`src/rtl/riscv_pkg.sv`:
```
// Shared RV32 constants and the fetch-stage state encoding.
package riscv_pkg;

    localparam int XLEN = 32;
    localparam logic [XLEN-1:0] RESET_PC_DEFAULT = 32'h0000_0000;

    typedef enum logic [1:0] {
        ST_IDLE = 2'd0,
        ST_REQ  = 2'd1,
        ST_WAIT = 2'd2,
        ST_HOLD = 2'd3
    } fetch_state_e;

    function automatic logic pc_aligned(input logic [XLEN-1:0] pc);
        return (pc[1:0] == 2'b00);
    endfunction

endpackage

```
`src/rtl/fetch_pc_unit.sv`:
```
// Instruction fetch PC sequencer: one outstanding imem request, redirect handling
// with kill of in-flight responses, and a held instruction slot toward decode.
module fetch_pc_unit
    import riscv_pkg::*;
#(
    parameter logic [XLEN-1:0] RESET_PC = RESET_PC_DEFAULT
) (
    input  logic            clk,
    input  logic            rst,
    input  logic            redirect_valid,
    input  logic [XLEN-1:0] redirect_pc,
    output logic            imem_req_valid,
    input  logic            imem_req_ready,
    output logic [XLEN-1:0] imem_req_addr,
    input  logic            imem_resp_valid,
    input  logic [XLEN-1:0] imem_resp_data,
    output logic            inst_valid,
    input  logic            inst_ready,
    output logic [XLEN-1:0] inst_data,
    output logic [XLEN-1:0] inst_pc,
    output logic            misaligned
);

    fetch_state_e    state_q, state_d;
    logic [XLEN-1:0] pc_q, pc_d;
    logic            kill_q, kill_d;
    logic [XLEN-1:0] inst_data_q, inst_data_d;
    logic [XLEN-1:0] inst_pc_q, inst_pc_d;
    logic            misaligned_q, misaligned_d;

    logic            redir_ok_s;
    logic            redir_bad_s;
    logic            req_fire_s;
    logic            inst_fire_s;
    logic [XLEN-1:0] pc_inc_s;

    assign redir_ok_s  = redirect_valid & pc_aligned(redirect_pc);
    assign redir_bad_s = redirect_valid & ~pc_aligned(redirect_pc);
    assign req_fire_s  = imem_req_valid & imem_req_ready;
    assign inst_fire_s = inst_valid & inst_ready;
    assign pc_inc_s    = pc_q + 32'd4;

    // State and datapath registers.
    always_ff @(posedge clk or posedge rst) begin
        if (rst) begin
            state_q      <= ST_IDLE;
            pc_q         <= RESET_PC;
            kill_q       <= 1'b0;
            inst_data_q  <= 32'h0000_0000;
            inst_pc_q    <= 32'h0000_0000;
            misaligned_q <= 1'b0;
        end else begin
            state_q      <= state_d;
            pc_q         <= pc_d;
            kill_q       <= kill_d;
            inst_data_q  <= inst_data_d;
            inst_pc_q    <= inst_pc_d;
            misaligned_q <= misaligned_d;
        end
    end

    // Next-state and next-datapath logic.
    always_comb begin
        state_d      = state_q;
        pc_d         = pc_q;
        kill_d       = kill_q;
        inst_data_d  = inst_data_q;
        inst_pc_d    = inst_pc_q;
        misaligned_d = redir_bad_s;
        unique case (state_q)
            ST_IDLE: begin
                state_d = ST_REQ;
            end
            ST_REQ: begin
                if (redir_ok_s) begin
                    pc_d = redirect_pc;
                end else begin
                    pc_d = pc_q;
                end
                // A redirect racing the handshake lets the old address out, so tag it dead.
                if (req_fire_s) begin
                    state_d = ST_WAIT;
                    kill_d  = redir_ok_s;
                end else begin
                    state_d = ST_REQ;
                end
            end
            ST_WAIT: begin
                if (imem_resp_valid) begin
                    kill_d = 1'b0;
                    if (!kill_q && !redir_ok_s) begin
                        inst_data_d = imem_resp_data;
                        inst_pc_d   = pc_q;
                        pc_d        = pc_inc_s;
                        state_d     = ST_HOLD;
                    end else begin
                        state_d = ST_REQ;
                    end
                end else if (redir_ok_s) begin
                    kill_d = 1'b1;
                end else begin
                    kill_d = kill_q;
                end
                if (redir_ok_s) begin
                    pc_d = redirect_pc;
                end else begin
                    pc_d = pc_d;
                end
            end
            ST_HOLD: begin
                if (redir_ok_s) begin
                    pc_d    = redirect_pc;
                    state_d = ST_REQ;
                end else if (inst_fire_s) begin
                    state_d = ST_REQ;
                end else begin
                    state_d = ST_HOLD;
                end
            end
            default: begin
                state_d = ST_IDLE;
            end
        endcase
    end

    // Output decode.
    always_comb begin
        imem_req_valid = 1'b0;
        inst_valid     = 1'b0;
        unique case (state_q)
            ST_REQ:  imem_req_valid = 1'b1;
            ST_HOLD: inst_valid     = ~redirect_valid;
            default: begin
                imem_req_valid = 1'b0;
                inst_valid     = 1'b0;
            end
        endcase
        imem_req_addr = pc_q;
        inst_data     = inst_data_q;
        inst_pc       = inst_pc_q;
        misaligned    = misaligned_q;
    end

endmodule

```
`config.mk`:
```
export PLATFORM = sky130hd
export DESIGN_NAME = fetch_pc_unit
export DESIGN_NICKNAME = d
export VERILOG_FILES = /design/src/rtl/riscv_pkg.sv /design/src/rtl/fetch_pc_unit.sv
export SDC_FILE = /design/constraint.sdc
export NUM_CORES = 1
export LEC_CHECK = 0
export CORE_AREA = 2 2 129 131
export CTS_BUF_LIST = sky130_fd_sc_hd__clkbuf_4 sky130_fd_sc_hd__clkbuf_8
export CTS_CLUSTER_DIAMETER = 60
export CTS_CLUSTER_SIZE = 28
export DETAILED_ROUTE_END_ITERATION = 10
export DIE_AREA = 0 0 131 133
export SLEW_MARGIN = 10
export SYNTH_ARGS = -nofsm -noshare
export SYNTH_HDL_FRONTEND = slang
export SYNTH_SLANG_ARGS = --single-unit
export TNS_END_PERCENT = 100
```
`constraint.sdc`:
```
create_clock -name clk -period 7.5 [get_ports clk]
set_input_delay 1.875 -clock clk [delete_from_list [all_inputs] [get_ports clk]]
set_output_delay 1.875 -clock clk [all_outputs]
set_load 0.005 [all_outputs]
```
==> impl_metrics.env <==
export IMPL_yosysUniqueCellTypes=59
export IMPL_postRouteWirelength_mm=14.6
export IMPL_synthToLayoutAreaGrowth_pct=43.9
export IMPL_worstPathMaxFanout=5
export IMPL_cts_root_buf="clkbuf_8"
export IMPL_cts_buffers_inserted=9
export IMPL_ys_top_cells_by_count="212 x nand2_1, 100 x dfrtp_1, 27 x nor2_1"
export IMPL_synth_net_count=612
export IMPL_maxCapViolations=0
export IMPL_grt_pass1_wl_mm=22.7
export IMPL_critPathRequiredTime_ns=5.62
export IMPL_crit_slowest_cell="clkdlybuf4s50_1"
export IMPL_grtUsageMet1=0.223
export IMPL_n_antenna_cell=0
export IMPL_yosysMostFrequentCell="nand2_1"
export IMPL_worst_pin_slew_ns=1.15
export IMPL_dpl_hpwl_mm=10.3
export IMPL_final_setup_skew_ns=0.0103
export IMPL_power_density_nw_per_um2=364
export IMPL_gr_total_overflow=0
export IMPL_reg2reg_slack_ns=4.93
export IMPL_h_tree_depth=3
export IMPL_cts_hold_buf=0
export IMPL_synth_top_area_frac=0.532
export IMPL_setup_viol=0
export IMPL_clk_path_buf_depth=2
export IMPL_grt_met2_usage=0.269
export IMPL_worstPathArrival_ns=2.97
export IMPL_critPathLaunchType="primary input"
export IMPL_drive_gt1_frac=0.0559
export IMPL_dpl_instance_area_um2=6560
export IMPL_fin_setup_tns_ns=0
export IMPL_total_power_mw=2.46
export IMPL_grt_pass1_vias=4302
export IMPL_synth_top_area_cell="dfrtp_1"
export IMPL_max_stage_delay_ns=0.50
export IMPL_grt_max_degree=74
export IMPL_avgRoutedWirePerCell_um=15.9
export IMPL_die_h_um=133
export IMPL_async_reset_ff_frac=1.00
export IMPL_syn_area_per_cell_um2=8.69
export IMPL_min_period_ns=4.85
export IMPL_drc_errors=0
export IMPL_antenna_found_initial=1
export IMPL_hold_path_class="reg2reg"
export IMPL_yosys_warnings=0
export IMPL_clock_fmax_mhz=206
export IMPL_vias_per_cell=4.86
export IMPL_multi_input_area_um2=2030
export IMPL_top_usage_layer="met2"
export IMPL_clock_latency_ns=0.38
export IMPL_num_io_pins=169
export IMPL_leakage_nw=2.96
export IMPL_seq_area_um2=2500
export IMPL_grtUsageTotal=0.170
export IMPL_die_w_um=131
export IMPL_clkSinkCount=100
export IMPL_num_nets_final=764
export IMPL_cpMostUsedCell="clkdlybuf4s50_1"
export IMPL_crit_chain="clkdlybuf4s50_1 > nor2_1 > clkdlybuf4s50_1"
export IMPL_end_kind="primary output"
export IMPL_design_area_um2=6760
export IMPL_vdd_ir_drop_max_mv=0.143
export IMPL_rsz0062_at_grt="false"
export IMPL_gr_usage_met3=0.0384
export IMPL_place_gp_congestion=0.803
export IMPL_core_area_um2=16200
export IMPL_hold_viol=0
export IMPL_num_vias=4461
export IMPL_crit_family="buffers and inverters"
export IMPL_syn_inst=541
export IMPL_critPathKind="in2out"
export IMPL_status="completed"
export IMPL_ys_ff_latch=100
export IMPL_dp_slack_ns=2.65
export IMPL_slew_limit_headroom=0.235
export IMPL_dieArea_um2=17400
export IMPL_stdcell_count=918
export IMPL_ys_flop_type="dfrtp_1"
export IMPL_crit_buf_inv=2
export IMPL_yosysSeqAreaShare=0.532
export IMPL_drtIter0Drc=272
export IMPL_clkTransAtPathRegs_ns=0.09
export IMPL_synthesis_area_um2=4700
export IMPL_drtPass1Iterations=5
export IMPL_setup_ws_ns=2.65
export IMPL_synth_edf_count=0
export IMPL_synth_area_leaders="dfrtp_1 53%, nand2_1 17%, nand3_1 2.6%"
export IMPL_post_cts_buffers=0
export IMPL_initial_core_util=0.291
export IMPL_ctsResizeCount=0
export IMPL_fillers=1587
export IMPL_rows=47
export IMPL_ant_nets=0
export IMPL_dpl_cell_count=902
export IMPL_cts_tree="yes"
export IMPL_placement_io_buffers=168
export IMPL_slew_violations=0
export IMPL_period_share=0.647
sequential cells by signal, indices dropped and copies added (netlist names):
| register | count |
|---|---|
| imem_req_addr | 32 |
| inst_data | 32 |
| inst_pc | 32 |
| state_q | 2 |
| kill_q | 1 |
| misaligned | 1 |
cells in the final DEF (no fill, tap or decap), drive strengths merged, types with 2 or more instances in the layout:
| cell | n |
|---|---|
| nand3 | 26 |
| nand4 | 7 |
| inv | 7 |
| o211ai | 3 |
| or4 | 2 |
| a311oi | 2 |
| nor3b | 3 |
| buf | 5 |
| and3 | 5 |
| nor2 | 27 |
| nor2b | 2 |
| o22a | 7 |
| o21a | 3 |
| a2bb2oi | 4 |
| clkbuf | 12 |
| nor3 | 8 |
| and2 | 2 |
| a22oi | 5 |
| a21oi | 19 |
| dfrtp | 100 |
| clkdlybuf4s50 | 168 |
| nor4 | 3 |
| nand2 | 212 |
| and4 | 6 |
| o21ai | 22 |
| clkinv | 2 |
| o22ai | 6 |
| or3 | 3 |
| a31oi | 6 |
| o311ai | 4 |
layer usage:
layer | up-vias | share of wire | wire (µm)
met5 | - | 0 | 0
met4 | 0 | 0.022 | 319
met3 | 18 | 0.069 | 1010
met2 | 148 | 0.48 | 6980
met1 | 2157 | 0.43 | 6310
li1 | 2138 | - | -
where the power goes:
group	total, mW	internal [mW]	switching [mW]
logic	1.08	0.613	0.466
clock network	0.363	0.175	0.188
registers	1.02	0.771	0.250
per-stage QoR:
step | utilization | hold slack, ns
6_report | 0.418 | 0.478
5_1_grt | 0.418 | 0.503
4_1_cts | 0.418 | 0.484
3_5_place_dp | 0.405 | 0.462
3_3_place_gp | 0.405 | 0.459
2_1_floorplan | - | 0.470
layout make-up:
cell class	count	area share
sequential	100	0.370
multi-input combinational	402	0.300
timing repair buffer	173	0.254
tap	220	0.0407
clock buffer	12	0.0235
clock inverter	4	0.00703
inverter	7	0.00426
worst reg2reg max path, cell delays in order (launching register included):
cell and delay, ns:
dfrtp_1 0.54, nand4bb_1 0.41, nor2_4 0.88, nand3_1 0.24, o311ai_0 0.38
cells by family after synthesis:
group | count (synthesis) | share of synthesized area
simple gates | 311 | 0.300
flops | 100 | 0.532
buf+inv | 39 | 0.0383
compound gates | 90 | 0.126
fa+ha+maj | 1 | 0.00266
path summary, 6_finish.rpt:
path,startpoint,to,cells after the start
setup reg to reg,state_q[0]$_DFFE_PP0P_,imem_req_addr[21]$_DFFE_PP0P_,4
setup / recovery,redirect_valid,inst_valid,3
hold reg to reg,inst_pc[30]$_DFFE_PP0P_,inst_pc[30]$_DFFE_PP0P_,2
max in group asynchronous,rst,inst_data[21]$_DFFE_PP0P_,3
hold / removal,inst_pc[30]$_DFFE_PP0P_,inst_pc[30]$_DFFE_PP0P_,2
min in group asynchronous,rst,inst_data[11]$_DFFE_PP0P_,2
No activity file was read; power rests on OpenSTA's default activity.
